<file path="src/rtl/cpu_qsys_cpu_oci_dct_packer.sv">
// Compressed-trace packer: packs 1..IN_SLOTS-slot fragments LSB-first into
// SLOTS-slot trace words, then drains the partial word at end of test.
module cpu_qsys_cpu_oci_dct_packer #(
    parameter int SLOT_W   = 2,
    parameter int SLOTS    = 15,
    parameter int IN_SLOTS = 4
) (
    input  logic                      clk,
    input  logic                      reset,
    input  logic                      in_valid,
    output logic                      in_ready,
    input  logic [SLOT_W*IN_SLOTS-1:0] in_data,
    input  logic [1:0]                in_len,
    input  logic                      flush_req,
    output logic                      dct_valid,
    input  logic                      dct_ready,
    output logic [SLOT_W*SLOTS-1:0]   dct_buffer,
    output logic [3:0]                dct_count,
    output logic                      test_ending,
    output logic                      test_has_ended
);
    localparam int W  = SLOT_W * SLOTS;
    localparam int IW = SLOT_W * IN_SLOTS;
    // Highest fill level that can still absorb a maximum-length fragment
    // without completing a word.
    localparam logic [3:0] SAFE_CNT = 4'(SLOTS - IN_SLOTS - 1);

    typedef enum logic [1:0] {FILL, DRAIN, ENDED} state_t;

    state_t         state_q, state_d;
    logic [W-1:0]   acc_q, acc_d;
    logic [3:0]     acc_cnt_q, acc_cnt_d;
    logic [W-1:0]   buf_q, buf_d;
    logic [3:0]     cnt_q, cnt_d;
    logic           valid_q, valid_d;

    logic           out_free;
    logic           accept;
    logic [IW-1:0]  frag;
    logic [7:0]     shamt;
    logic [W+IW-1:0] merged;
    logic [4:0]     total;

    assign out_free = !valid_q || dct_ready;
    // in_ready is gated by reset so it reads 0 while reset is held.
    assign in_ready = !reset && (state_q == FILL) && (acc_cnt_q <= SAFE_CNT || out_free);
    assign accept   = in_valid && in_ready;

    assign dct_valid      = valid_q;
    assign dct_buffer     = buf_q;
    assign dct_count      = cnt_q;
    assign test_ending    = (state_q == DRAIN);
    assign test_has_ended = (state_q == ENDED);

    // Mask the fragment to its declared length and splice it above the
    // current fill; bits beyond W are the carry-over into the next word.
    always_comb begin
        frag = '0;
        for (int k = 0; k < IN_SLOTS; k++) begin
            if (k <= int'(in_len)) frag[k*SLOT_W +: SLOT_W] = in_data[k*SLOT_W +: SLOT_W];
        end
        shamt  = 8'(acc_cnt_q) * 8'(SLOT_W);
        merged = {{IW{1'b0}}, acc_q} | ({{W{1'b0}}, frag} << shamt);
        total  = 5'(acc_cnt_q) + 5'(in_len) + 5'd1;
    end

    // Next-state: packing, output register handshake and drain sequencing.
    always_comb begin
        state_d   = state_q;
        acc_d     = acc_q;
        acc_cnt_d = acc_cnt_q;
        buf_d     = buf_q;
        cnt_d     = cnt_q;
        valid_d   = valid_q;
        if (valid_q && dct_ready) valid_d = 1'b0;
        case (state_q)
            FILL: begin
                if (accept) begin
                    if (total < 5'(SLOTS)) begin
                        acc_d     = merged[W-1:0];
                        acc_cnt_d = total[3:0];
                    end else begin
                        buf_d     = merged[W-1:0];
                        cnt_d     = 4'(SLOTS);
                        valid_d   = 1'b1;
                        acc_d     = W'(merged[W+IW-1:W]);
                        acc_cnt_d = 4'(total - 5'(SLOTS));
                    end
                end
                if (flush_req) state_d = DRAIN;
            end
            DRAIN: begin
                if (acc_cnt_q != 4'd0 && out_free) begin
                    buf_d     = acc_q;
                    cnt_d     = acc_cnt_q;
                    valid_d   = 1'b1;
                    acc_d     = '0;
                    acc_cnt_d = 4'd0;
                end else if (acc_cnt_q == 4'd0 && !valid_q) begin
                    state_d = ENDED;
                end
            end
            default: ;
        endcase
    end

    // State registers; reset discards any partial word.
    always_ff @(posedge clk or posedge reset) begin
        if (reset) begin
            state_q   <= FILL;
            acc_q     <= '0;
            acc_cnt_q <= 4'd0;
            buf_q     <= '0;
            cnt_q     <= 4'd0;
            valid_q   <= 1'b0;
        end else begin
            state_q   <= state_d;
            acc_q     <= acc_d;
            acc_cnt_q <= acc_cnt_d;
            buf_q     <= buf_d;
            cnt_q     <= cnt_d;
            valid_q   <= valid_d;
        end
    end
endmodule
</file>
<file path="config.mk">
export PLATFORM = sky130hd
export DESIGN_NAME = cpu_qsys_cpu_oci_dct_packer
export DESIGN_NICKNAME = d
export VERILOG_FILES = /design/src/rtl/cpu_qsys_cpu_oci_dct_packer.sv
export SDC_FILE = /design/constraint.sdc
export NUM_CORES = 1
export LEC_CHECK = 0
export ABC_AREA = 0
export CELL_PAD_IN_SITES_DETAIL_PLACEMENT = 0
export CELL_PAD_IN_SITES_GLOBAL_PLACEMENT = 2
export CORE_MARGIN = 2
export CORE_UTILIZATION = 38
export CTS_BUF_LIST = sky130_fd_sc_hd__clkbuf_8
export CTS_CLUSTER_SIZE = 8
export DETAILED_ROUTE_END_ITERATION = 8
export PLACE_DENSITY = 0.95
export SYNTH_ARGS = -nofsm -noshare
export SYNTH_HDL_FRONTEND = slang
export SYNTH_SLANG_ARGS = --single-unit
</file>
<file path="constraint.sdc">
create_clock -name clk -period 9.8 [get_ports clk]
set_input_delay 2.94 -clock clk [delete_from_list [all_inputs] [get_ports clk]]
set_output_delay 2.94 -clock clk [all_outputs]
set_load 0.01 [all_outputs]
</file>
# --- After elaboration in Yosys (flattened, before gate mapping) ---
# Cells that the tools add are included.
classes:
  add_sub_neg: 3
  magnitude_cmp: 5
  n_eq_ne: 8
  shifts: 1
  n_mux: 28
  bitwise_logic: 1
  reduce_logical: 17
ops:
  columns: ["operator", "n"]
  rows:
  - ["two-way mux 30 bit", 6]
  - ["one-hot mux 30 bit (2 select lines)", 2]
  - ["bitwise OR 30 x 38 -> 38 bit", 1]
  - ["<< shifter 8 x 5 -> 38 bit", 1]
  - ["two-way mux 4 bit", 6]
  - ["one-hot mux 4 bit (2 select lines)", 2]
  - ["two-way mux 2 bit", 6]
  - ["inequality test 2 bit (second input constant)", 4]
  - ["AND reduction 4 bit", 2]
  - ["logical AND 1 bit", 6]
  - ["adder 4 x 2 -> 5 bit", 1]
  - ["adder 5 x 1 -> 5 bit (second input constant)", 1]
  - ["< comparator 5 x 4 -> 1 bit (second input constant)", 1]
  - ["<= comparator 2 bit (first input constant)", 2]
  - ["<= comparator 4 bit (second input constant)", 1]
  - ["logical NOT 4 bit", 1]
  - ["two-way mux 1 bit", 4]
  - ["inequality test 2 x 1 -> 1 bit (second input constant)", 2]
  - ["one-hot mux 2 bit (2 select lines)", 1]
  - ["nonzero test 4 bit", 1]
  - ["subtractor 4 bit (second input constant)", 1]
  - ["AND reduction 3 bit", 1]
  - ["== test 2 x 1 -> 1 bit (second input constant)", 1]
  - ["== test 2 bit (second input constant)", 1]
  - ["other kinds (6)", 8]
word_totals:
  ff_bits: 71
  input_bits: 15
  output_inout_bits: 38
  wordCells: 69

# --- Longest topological paths before layout ---
# Gate-level depths: netlist of run 1.
logic_depth:
  depth_word: 7
  depth_mapped: 13
  ltp_nobuf: 9

# --- Worst setup path after synthesis of run 1 ---
# Ideal clock, no wire load.
synth_path:
  kind: "input to output"
  startpoint: "input port reset"
  endpoint: "output port in_ready"
  arrival_time_ns: 3.438
  required_ns: 6.860
  slack_ns: 3.422
  stages: 2
  path_buffers: 0
  cell_sequence: "nor3_1 nor2b_1"
synth_between:
  elab_chain_cells: 3
synth_lines:
  columns: ["element", "line_no", "rtl"]
  rows:
  - ["from (decl)", "9", "input logic reset,"]
  - ["logical NOT 1 bit (no line)", null, null]
  - ["logical AND 1 bit (2 in series)", "46", "assign in_ready = !reset && (state_q == FILL) && (acc_cnt_q <= SAFE_CNT || out_free);"]
  - ["to (decl)", "11", "output logic in_ready,"]
# Every way passes these cells.

# --- Worst setup path in the final report of run 1 ---
# Same ends and word-level chain as after synthesis.

==> results of run 1 <==
power groups by stage:
| stage | sequential [mW] | combinational (mW) | clock, mW |
|---|---|---|---|
| 6_report | 0.484 | 0.545 | 0.239 |
| 5_1_grt | 0.501 | 0.600 | 0.258 |
| 4_1_cts | 0.485 | 0.547 | 0.245 |
| 3_5_place_dp | 0.488 | 0.544 | 0 |
| 3_3_place_gp | 0.487 | 0.537 | 0 |
| 2_1_floorplan | 0.479 | 0.321 | 0 |
synthesized netlist by cell type (6+ instances only):
library cell,instances,area [sq um]
dfrtp_1,71,1780
nor2_1,44,165
a21oi_1,35,175
inv_1,34,128
nand2_1,29,109
mux2i_1,22,220
a31oi_1,19,119
o21ai_0,17,85.1
nand3_1,14,70.1
clkbuf_1,12,45.0
nor3_1,10,50.1
a211oi_1,6,45.0
area by class of cell:
type	count	area [sq um]
flip-flops and latches	71	1780
well taps	133	166
multi-input cells	289	1850
repair buffers	56	551
clock buffers	10	138
inverters	34	128
fillers	962	5190
clock inverters	6	61.3
critical path, stage by stage:
cell	delay, ns
clkdlybuf4s50_1	0.43
nor3_1	0.38
nor2b_1	0.19
clkdlybuf4s50_1	0.54
sequential cells by signal (all words and copies together) (netlist names):
name / flops
acc_q: 30
dct_valid: 1
dct_count: 4
dct_buffer: 30
acc_cnt_q: 4
state_q: 2
through the flow:
stage	worst slack, ns	power, mW	util, %	area, sq um	std cells
finish	2.38	1.27	47.4	4670	599
global route	2.29	1.36	47.4	4670	599
CTS	2.38	1.28	47.4	4670	599
detailed placement	2.39	1.03	45.4	4470	583
global placement	2.48	1.02	45.4	4470	583
floorplan	3.42	0.800	-	3900	419
final timing paths:
check	from	end	slack (ns)	depth (start not counted)
worst max register to register	acc_cnt_q[0]$_DFFE_PP0P_	dct_count[0]$_DFFE_PP0P_	5.11	9
worst min register to register	dct_count[0]$_DFFE_PP0P_	dct_count[0]$_DFFE_PP0P_	0.49	1
worst max-delay path	reset	in_ready	2.38	4
worst min-delay path	dct_count[0]$_DFFE_PP0P_	dct_count[0]$_DFFE_PP0P_	0.49	1
min in group asynchronous	reset	dct_buffer[18]$_DFFE_PP0P_	3.21	3
max in group asynchronous	reset	dct_buffer[27]$_DFFE_PP0P_	6.01	3
layer usage:
layer / vias up / global-route usage, % / part of all wire [%]
met5: - / 0 / 0
met1: 1596 / 28.4 / 47
li1: 1580 / - / -
met4: 0 / 7.90 / 2.3
met3: 21 / 4.45 / 5.8
met2: 113 / 29.9 / 45
kinds of logic (layout without fill, tap and decap cells):
family / count (synthesis) / after routing / synth area share (%)
buffers and inverters: 59 / 106 / 6.87
and+or+nand+nor: 129 / 129 / 15.8
xor gates and xnor gates: 1 / 1 / 0.225
DFF: 71 / 71 / 45.6
AOI/OAI and AO/OA: 122 / 122 / 20.8
muxes: 33 / 33 / 9.21
adders and majority gates: 4 / 4 / 1.48
==> results.yml, run 1 <==
sta:
  slew_violations: 0
  period_minus_slack_ns: 7.42
  worst_slew_pin_slew_ns: 1.00
  hold_viol: 0
  hold_ws_ns: 0.489
  relSlewSlack_pct: 32.5
  max_clock_freq_ghz: 0.135
  fin_crit_sh_pct: 75.7
  final.setup.tns_ns: 0
  rsz0062_at_grt: "false"
  fin_skew_ns: 0.0114
  timing.final.setup_violations: 0
die:
  die_x_microns: 105
  placementRows: 36
  ios: 53
  dieArea_sq_um: 11100
  die_y_microns: 105
  initial_utilization_pct: 39.5
  core_region_area_sq_um: 9860
clock_network:
  post_cts_buffers: 0
  clockBufferDepth: 2
  clk_pin_slew_worst_paths_ns: 0.07
  h-tree-depth: 3
  numCtsBuffers: 9
  cts_num_sinks: 71
  clk_latency_ns: 0.36
  clockRootBuffer: "clkbuf_8"
  cts_tree: "built"
  cts_resized: 0
  ctsHoldBuffers: 0
synthesis:
  ys_ff_latch: 71
  synth_cell_types: 58
  syn_area_per_cell_sq_um: 9.30
  synth_flop_cell: "dfrtp_1"
  synth_area_sq_um: 3900
  syn_nets: 438
  async_flop_share_pct: 100
  syn_inst: 419
  yosysWarnings: 0
  ys_seq_area_share_pct: 45.6
  synth_edf_count: 0
final_layout:
  final_common_cell: "dfrtp_1"
  area_growth_pct: 19.9
  nNetsFinal: 480
  layout-drive-gt1-share_pct: 6.65
  layout_common_cells: "dfrtp_1 (71), clkdlybuf4s50_1 (52), nor2_1 (44)"
  antennaDiodeCount: 0
power_and_ir_drop:
  sw_frac_of_total_pct: 39.1
  p_comb_share_pct: 42.9
  p_per_area_nw_per_um2: 271
  seqPwrFrac_pct: 38.2
  p_sw_uw: 496
  vdd_ir_drop_max_uv: 113
  p_leak_nw: 1.95
  intPower_uw: 773
  pwr-share-clk_pct: 18.9
grt:
  grt_pass1_vias: 3305
  grt_use_total_pct: 20.1
  grt_max_degree: 72
  antenna_found_initial: 0
  grt_overflow: 0
  grt_pass1_wl_microns: 17500
route:
  drt-vias-per-instance: 5.53
  vias: 3310
  antenna_left: 0
  drc: 0
  drt_iter0_markers: 182
  drt_pass1_iterations: 5
  wl_per_cell_microns: 17.7
  wirelength_microns: 10600
critical_path:
  worst_ep_required_time_ns: 6.86
  arrival_ns: 4.48
  critPathLaunchType: "primary input"
  path_max_fanout: 3
  endpoint_kind: "primary output"
  critical_path_class: "primary input to primary output"
outcome:
  status: "finished clean"
placed_design:
  place.detailed.hpwl_microns: 7290
  io_buffers: 52
  gp_routability_congestion: 0.943
min_path:
  hold_class: "register to register"
run:
  maxCapViolCount: 0
(Power assumes the default switching activity.)
==> inputs of run 2 (changes only) <==
CORE_UTILIZATION = 35   (was 38)
PLACE_DENSITY = 0.93   (was 0.95)
clock period = 7.1 ns   (was 9.8 ns; I/O delays follow)
==> results.yml, run 2 (same netlist as run 1, synthesis figures left out) <==
outcome:
  status: "finished clean"
die:
  initial_utilization_pct: 36.0
  ios: 53
  core_region_area_sq_um: 10800
  die_y_microns: 110
  dieArea_sq_um: 12000
  placementRows: 38
  die_x_microns: 110
grt:
  grt_use_total_pct: 20.1
  grt_max_degree: 72
  grt_overflow: 0
  grt_pass1_wl_microns: 18400
  antenna_found_initial: 0
  grt_pass1_vias: 3466
min_path:
  hold_class: "register to register"
clock_network:
  cts_num_sinks: 71
  cts_tree: "built"
  clk_latency_ns: 0.35
  post_cts_buffers: 0
  cts_resized: 0
  clockRootBuffer: "clkbuf_8"
  h-tree-depth: 3
  clockBufferDepth: 2
  clk_pin_slew_worst_paths_ns: 0.08
  ctsHoldBuffers: 0
  numCtsBuffers: 9
sta:
  relSlewSlack_pct: 38.6
  fin_skew_ns: 0.0107
  final.setup.tns_ns: 0
  max_clock_freq_ghz: 0.173
  worst_slack_ns: 1.33
  fin_crit_sh_pct: 81.2
  period_minus_slack_ns: 5.77
  worst_slew_pin_slew_ns: 0.915
  rsz0062_at_grt: "false"
  timing.final.setup_violations: 0
  hold_viol: 0
  slew_violations: 0
run:
  maxCapViolCount: 0
route:
  drt_iter0_markers: 196
  wirelength_microns: 11100
  antenna_left: 0
  drt_pass1_iterations: 4
  drc: 0
  drt-vias-per-instance: 5.57
  vias: 3389
  wl_per_cell_microns: 18.3
critical_path:
  max_stage_delay_ns: 0.54
  path_cells: "clkdlybuf4s50_1, nor3_1, nor2b_1, clkdlybuf4s50_1"
  worst_ep_required_time_ns: 4.97
  path_common_cell: "clkdlybuf4s50_1"
  path_max_fanout: 3
  critPathLaunchType: "primary input"
  slowest_stage: "clkdlybuf4s50_1"
  critical_path_class: "primary input to primary output"
  endpoint_kind: "primary output"
  arrival_ns: 3.64
placed_design:
  dpl_cell_area_sq_um: 4510
  place_inst: 592
  dp_slack_ns: 1.00
  place.detailed.hpwl_microns: 7630
  gp_routability_congestion: 0.919
  io_buffers: 52
final_layout:
  layout-drive-gt1-share_pct: 7.48
  final_common_cell: "dfrtp_1"
  layout_common_cells: "dfrtp_1 (71), clkdlybuf4s50_1 (52), nor2_1 (44)"
  antennaDiodeCount: 0
  design_area_sq_um: 4710
  final_cells: 608
  nNetsFinal: 482
  area_growth_pct: 21.0
power_and_ir_drop:
  p_per_area_nw_per_um2: 376
  p_leak_nw: 1.97
  vdd_ir_drop_max_uv: 139
## run 2: report_power, final
part	leakage [nW]	total [mW]	switching, mW	internal, mW
Clock	0.102	0.344	0.177	0.167
Sequential	0.938	0.673	0.129	0.544
Combinational	0.925	0.756	0.406	0.350
Total	1.97	1.77	0.712	1.06
## run 2: area by class of cell
| class | count | area (sq um) |
|---|---|---|
| fillers | 1077 | 6130 |
| multi-input cells | 289 | 1850 |
| flip-flops and latches | 71 | 1780 |
| repair buffers | 58 | 578 |
| well taps | 140 | 175 |
| inverters | 34 | 128 |
| clock buffers | 9 | 124 |
| clock inverters | 7 | 80.1 |
## run 2: routing by layer
metal / vias up / track usage [%] / wire, microns
met5: - / 0 / 0
met4: 0 / 7.50 / 252
met3: 20 / 4.68 / 703
met2: 123 / 31.6 / 5050
met1: 1662 / 27.1 / 5090
li1: 1584 / - / -
## run 2: critical path, delay by kind of cell
kind / cells / cell delay [ns]
buf+inv: 2 / 0.97
simple gates: 2 / 0.54
## run 2: per-stage QoR
stage / hold slack [ns] / utilization (%) / total power [mW]
global placement: 0.471 / 41.6 / 1.42
floorplan: 0.463 / - / 1.10
detailed placement: 0.479 / 41.6 / 1.43
finish: 0.491 / 43.5 / 1.77
global route: 0.517 / 43.5 / 1.91
CTS: 0.497 / 43.5 / 1.78
## run 2: final timing paths
kind	startpoint	endpoint	slack [ns]	depth (start not counted)
max in group asynchronous	reset	dct_buffer[24]$_DFFE_PP0P_	4.12	3
setup / recovery	reset	in_ready	1.33	4
hold / removal	dct_count[1]$_DFFE_PP0P_	dct_count[1]$_DFFE_PP0P_	0.49	1
hold reg to reg	dct_count[1]$_DFFE_PP0P_	dct_count[1]$_DFFE_PP0P_	0.49	1
setup reg to reg	acc_cnt_q[0]$_DFFE_PP0P_	dct_buffer[14]$_DFFE_PP0P_	2.73	9
min in group asynchronous	reset	state_q[0]$_DFFE_PP0P_	2.39	3
